[config.mk]
export PLATFORM = sky130hd
export DESIGN_NAME = pixel_stream_feeder
export DESIGN_NICKNAME = d
export VERILOG_FILES = /design/src/rtl/pixel_stream_feeder.sv
export SDC_FILE = /design/constraint.sdc
export NUM_CORES = 1
export LEC_CHECK = 0
export ABC_AREA = 1
export BUFFER_PORTS_ARGS = -buffer_cell sky130_fd_sc_hd__buf_4
export CAP_MARGIN = 20
export CORE_ASPECT_RATIO = 1.25
export CORE_MARGIN = 10
export CORE_UTILIZATION = 58
export DETAILED_ROUTE_END_ITERATION = 8
export PLACE_DENSITY = 0.92
export SETUP_SLACK_MARGIN = 0.2
export SLEW_MARGIN = 20
export SYNTH_ARGS = -nofsm -noshare
export SYNTH_HDL_FRONTEND = slang
export SYNTH_SLANG_ARGS = --single-unit
export TNS_END_PERCENT = 5
[constraint.sdc]
create_clock -name i_clk -period 4.15 [get_ports i_clk]
set_input_delay 0.2075 -clock i_clk [delete_from_list [all_inputs] [get_ports i_clk]]
set_output_delay 0.2075 -clock i_clk [all_outputs]
set_load 0.01 [all_outputs]
[src/rtl/pixel_stream_feeder.sv]
// Line-paced pixel streamer: reads a stored frame (1-cycle read latency) and drives a
// valid/ready pixel port, releasing one further line per line-free interrupt.
module pixel_stream_feeder #(
  parameter int IMG_WIDTH  = 512,
  parameter int IMG_HEIGHT = 512,
  parameter int INIT_LINES = 4,
  parameter int ADDR_W     = 18
) (
  input  logic              i_clk,
  input  logic              i_rst,
  input  logic              i_start,
  output logic              o_busy,
  output logic              o_done,
  output logic              o_rd_en,
  output logic [ADDR_W-1:0] o_rd_addr,
  input  logic [7:0]        i_rd_data,
  output logic              o_data_valid,
  output logic [7:0]        o_data,
  input  logic              i_data_ready,
  input  logic              i_interrupt
);

  localparam int XW = $clog2(IMG_WIDTH + 1);
  localparam int YW = $clog2(IMG_HEIGHT + 1);
  localparam int CW = $clog2(INIT_LINES + 2);
  localparam logic [ADDR_W-1:0] LAST_ADDR = ADDR_W'(IMG_WIDTH * IMG_HEIGHT - 1);
  localparam logic [XW-1:0]     LAST_COL  = XW'(IMG_WIDTH - 1);
  localparam logic [YW-1:0]     LAST_LINE = YW'(IMG_HEIGHT - 1);
  localparam logic [CW-1:0]     CRED_MAX  = CW'(INIT_LINES);

  typedef enum logic [2:0] {
    S_IDLE     = 3'd0,
    S_LOAD     = 3'd1,
    S_SEND     = 3'd2,
    S_WAIT_IRQ = 3'd3,
    S_DRAIN    = 3'd4
  } state_t;

  state_t            r_state;
  state_t            w_state_nxt;
  logic [CW-1:0]     r_credits;
  logic [CW-1:0]     w_cred_sum;
  logic [CW-1:0]     w_cred_nxt;
  logic [XW-1:0]     r_col;
  logic [YW-1:0]     r_lines;
  logic [ADDR_W-1:0] r_rd_addr;
  logic              r_inflight;
  logic              r_valid;
  logic [7:0]        r_data;
  logic              r_skid_valid;
  logic [7:0]        r_skid_data;
  logic              r_busy;
  logic              r_done;

  logic       w_beat;
  logic [1:0] w_occ;
  logic       w_rd_en;
  logic       w_line_end;
  logic       w_has_credit;
  logic       w_consume;
  logic       w_irq_inc;
  logic       w_drained;

  // Handshake, read gating and end-of-frame detection.
  always_comb begin
    w_beat       = r_valid & i_data_ready;
    // Occupancy after this cycle's beat leaves; the output reg plus skid hold at most two.
    w_occ        = 2'(r_valid) + 2'(r_skid_valid) + 2'(r_inflight) - 2'(w_beat);
    w_rd_en      = (r_state == S_SEND) && (w_occ < 2'd2);
    w_line_end   = w_rd_en && (r_col == LAST_COL);
    w_has_credit = (r_credits != {CW{1'b0}});
    w_irq_inc    = i_interrupt && (r_state != S_IDLE);
    w_drained    = w_beat && !r_skid_valid && !r_inflight;
  end

  // Next-state logic; a line end with a credit on hand stays in SEND so no bubble appears.
  always_comb begin
    w_state_nxt = r_state;
    w_consume   = 1'b0;
    case (r_state)
      S_IDLE: begin
        if (i_start) w_state_nxt = S_LOAD;
        else         w_state_nxt = S_IDLE;
      end
      S_LOAD, S_WAIT_IRQ: begin
        if (w_has_credit) begin
          w_consume   = 1'b1;
          w_state_nxt = S_SEND;
        end else begin
          w_state_nxt = S_WAIT_IRQ;
        end
      end
      S_SEND: begin
        if (!w_line_end) begin
          w_state_nxt = S_SEND;
        end else if (r_lines == LAST_LINE) begin
          w_state_nxt = S_DRAIN;
        end else if (w_has_credit) begin
          w_consume   = 1'b1;
          w_state_nxt = S_SEND;
        end else begin
          w_state_nxt = S_WAIT_IRQ;
        end
      end
      S_DRAIN: begin
        if (w_drained) w_state_nxt = S_IDLE;
        else           w_state_nxt = S_DRAIN;
      end
      default: w_state_nxt = S_IDLE;
    endcase
  end

  // Credit update: an interrupt and a consume in the same cycle cancel; saturate at the ceiling.
  always_comb begin
    w_cred_sum = r_credits + CW'(w_irq_inc) - CW'(w_consume);
    if (w_cred_sum > CRED_MAX) w_cred_nxt = CRED_MAX;
    else                       w_cred_nxt = w_cred_sum;
  end

  // Control registers: state, credits, read address and line/pixel counters, status pulses.
  always_ff @(posedge i_clk) begin
    if (i_rst) begin
      r_state    <= S_IDLE;
      r_credits  <= {CW{1'b0}};
      r_col      <= {XW{1'b0}};
      r_lines    <= {YW{1'b0}};
      r_rd_addr  <= {ADDR_W{1'b0}};
      r_inflight <= 1'b0;
      r_busy     <= 1'b0;
      r_done     <= 1'b0;
    end else begin
      r_state    <= w_state_nxt;
      r_inflight <= w_rd_en;
      r_done     <= (r_state == S_DRAIN) && w_drained;
      if (r_state == S_IDLE) begin
        if (i_start) begin
          r_credits <= CRED_MAX;
          r_col     <= {XW{1'b0}};
          r_lines   <= {YW{1'b0}};
          r_rd_addr <= {ADDR_W{1'b0}};
          r_busy    <= 1'b1;
        end
      end else begin
        r_credits <= w_cred_nxt;
        if ((r_state == S_DRAIN) && w_drained) r_busy <= 1'b0;
      end
      if (w_rd_en) begin
        if (r_rd_addr != LAST_ADDR) r_rd_addr <= r_rd_addr + {{(ADDR_W-1){1'b0}}, 1'b1};
        r_col   <= (r_col == LAST_COL) ? {XW{1'b0}} : r_col + {{(XW-1){1'b0}}, 1'b1};
        r_lines <= r_lines + {{(YW-1){1'b0}}, w_line_end};
      end
    end
  end

  // Output register with one-entry skid; arriving read data is never dropped.
  always_ff @(posedge i_clk) begin
    if (i_rst) begin
      r_valid      <= 1'b0;
      r_data       <= 8'd0;
      r_skid_valid <= 1'b0;
      r_skid_data  <= 8'd0;
    end else if (w_beat || !r_valid) begin
      if (r_skid_valid) begin
        r_valid      <= 1'b1;
        r_data       <= r_skid_data;
        r_skid_valid <= r_inflight;
        if (r_inflight) r_skid_data <= i_rd_data;
      end else if (r_inflight) begin
        r_valid <= 1'b1;
        r_data  <= i_rd_data;
      end else begin
        r_valid <= 1'b0;
      end
    end else if (r_inflight) begin
      r_skid_valid <= 1'b1;
      r_skid_data  <= i_rd_data;
    end
  end

  assign o_busy       = r_busy;
  assign o_done       = r_done;
  assign o_rd_en      = w_rd_en;
  assign o_rd_addr    = r_rd_addr;
  assign o_data_valid = r_valid;
  assign o_data       = r_data;

endmodule

==> reports/metrics.cfg <==
[synth]
synth_edf_count=0
ys_types=35
ys_ff_latch=65
synth_fp_nets=537
ys.flop_type=dfxtp_1
synth.top_cells.by_area=dfxtp_1 (38%), nand2_1 (13%), nor2_1 (8.3%), o21ai_0 (6.2%), inv_1 (6.1%)
ys_warn_count=0
netlist.top_cell.by_area=dfxtp_1
synth_top_cell_area_share=0.378
avgSynthCellArea_um2=6.69
syn_inst=515
syn_area_um2=3440
ys_seq_area_frac=0.378
synth-async-reset-ratio=0

[worst_setup_path]
reg2reg_depth=22
crit_type=register to register
required_ns=4.42
cp-start-kind=register
crit_path_end_kind=register
path_max_fanout=8
crit_arrival_ns=3.89

[global_route]
grt_start_max_net_pins=39
grtUsageTotal=0.182
grt.overflow.total=0
antenna_found_initial=0
grt_pass1_wl_um=14200
grt_pass1_vias=3443

[cts]
clk_latency_ns=0.34
cts_sinks=65
holdBufCountCts=0
cts_buffer_depth=2
cts_tree=yes
cts_buffers=9
clk_pin_slew_worst_paths_ns=0.07
h-tree-depth=3
postCtsResizedCells=0
clock_tree.root_cell=clkbuf_8
cts_setup_buffers=0

[power]
finalPower_mw=1.43
power_frac_comb=0.110
vdd_ir_drop_max_mv=0.313
p_leak_nw=1.68
cellPowerDensity_nw_per_um2=357
switchingPower_uw=351
p_int_mw=1.08
switching_share=0.246
seqPwrFrac=0.457
power_frac_clock=0.433

[floorplan]
initial_core_util=0.596
core-area_um2=5780
die_h_um=106
die_x_um=88.9
num_io_pins=43
die-area_um2=9440
rows=31

[place]
place_inst=610
hpwlAfterDp_um=5960
io_buffers=42
finalWeightedCongestion=0.904
dpl_cell_area_um2=3780
pre_cts_ws_ns=0.594

[final_layout]
layoutNonFillerInstCount=625
num-fill-cells=470
syn_to_final_growth_pct=16.4
antenna_cells=0
seqCellArea_um2=1300
nNetsFinal=577
multi_input_area_um2=1840
finalInstanceArea_um2=4010
drive_above_1_share=0.147
final_util=0.694

[timing]
worstMarginPinSlew_ns=0.879
final.setup_skew_ns=0.00486
fin_setup_tns_ns=0
layout_min_cycle_time_ns=3.62
rsz0062_at_grt=no
setup_viol=0
hold_viol=0
whs_ns=0.0965
max_freq_mhz=276
max_slew_margin=0.412
setup_slack_ns=0.532
drv_slew=0
period_share=0.872

[detailed_routing]
wl_per_cell_um=13.3
first_pass_iters=5
wl_met2_um=4280
drt_iter0_drc=243
vias_per_cell=5.59
dr_total_vias=3495
wirelength_um=8330
ant_nets=0
drc=0
routed.top_layer=met4
drt-met1-wl_um=3450
dr_wl_met3_um=418

[outcome]
status=completed

[min_path]
holdPathStages=3
hold_path.class=input port to register

[job]
maxCapViolations=0

[final cells by class]
type	instances	area share
timing repair buffer	43	0.0805
inverter	63	0.0590
sequential	65	0.325
multi-input combinational	373	0.458
clock inverter	2	0.0150
tap	66	0.0206
clock buffer	13	0.0421
[Yosys cell counts (4+ instances only)]
cell type  count
a21oi_1       38
buf_2          5
nor2_2         4
nor2_1        76
nand2_1      116
clkbuf_1       7
dfxtp_1       65
nand3_1       37
o21ai_0       43
a31oi_1        8
ha_1           8
nor3_1         8
inv_1         56
o21ai_1        5
nand4_1        6
inv_2          5
[logic make-up after synthesis]
family | Yosys count | synth area share
and+or+nand+nor | 259 | 0.332
AOI/OAI and AO/OA | 101 | 0.156
buffers and inverters | 77 | 0.0890
DFF | 65 | 0.378
adders and majority gates | 9 | 0.0349
xor gates and xnor gates | 4 | 0.0102
[layer usage]
metal,global-route usage,up-vias
met3,0.0451,16
met5,0,-
met2,0.327,103
met1,0.190,1626
li1,-,1750
met4,0.0854,0
[worst max-delay path: stages (launching register included)]
cell and delay [ns]:
dfxtp_1 0.35, nand2_1 0.10, inv_1 0.06, ha_1 0.28, inv_1 0.05, ha_1 0.28
nand2_1 0.07, inv_1 0.04, o21bai_1 0.14, nand3_2 0.17, nor2_2 0.24, nand3_1 0.09
o21ai_0 0.09, ha_1 0.26, inv_1 0.06, ha_1 0.13, inv_1 0.05, fa_1 0.38
xnor2_1 0.18, o21ai_0 0.10, a21oi_1 0.22, nand2_1 0.08, a21oi_1 0.14
[registers in the layout (all words and copies together), names as in the netlist]
| register | count |
|---|---|
| r_skid_valid | 1 |
| r_col | 10 |
| o_done | 1 |
| o_data | 8 |
| o_data_valid | 1 |
| r_inflight | 1 |
| r_lines | 10 |
| r_credits | 3 |
| o_busy | 1 |
| r_state | 3 |
| r_skid_data | 8 |
| o_rd_addr | 18 |
[power by group through the flow]
stage / logic (mW) / clock network (mW) / registers [mW]
detailed placement: 0.156 / 0 / 0.667
floorplan: 0.105 / 0 / 0.669
finish: 0.157 / 0.619 / 0.653
CTS: 0.157 / 0.625 / 0.653
global route: 0.177 / 0.655 / 0.655
global placement: 0.151 / 0 / 0.666
[path summary, 6_finish.rpt]
check / from / endpoint / slack, ns
worst max-delay path: o_data_valid$_SDFFE_PP0N_ / r_credits[1]$_SDFFE_PP0P_ / 0.53
worst min-delay path: i_rd_data[6] / r_skid_data[6]$_SDFFE_PP0P_ / 0.1
worst max register to register: o_data_valid$_SDFFE_PP0N_ / r_credits[1]$_SDFFE_PP0P_ / 0.53
worst min register to register: r_lines[6]$_SDFFE_PP0P_ / r_lines[6]$_SDFFE_PP0P_ / 0.47
[placed cells by master, fill, tap and decap left out, types with 6 or more instances in the layout]
cell type,netlist,final
nand2_1,116,116
nor2_1,76,76
dfxtp_1,65,65
inv_1,56,56
o21ai_0,43,43
buf_4,0,43
a21oi_1,38,38
nand3_1,37,37
clkbuf_8,0,12
nor3_1,8,8
a31oi_1,8,8
ha_1,8,8
nand4_1,6,6
Note: power is estimated with default switching activity, not from simulation.
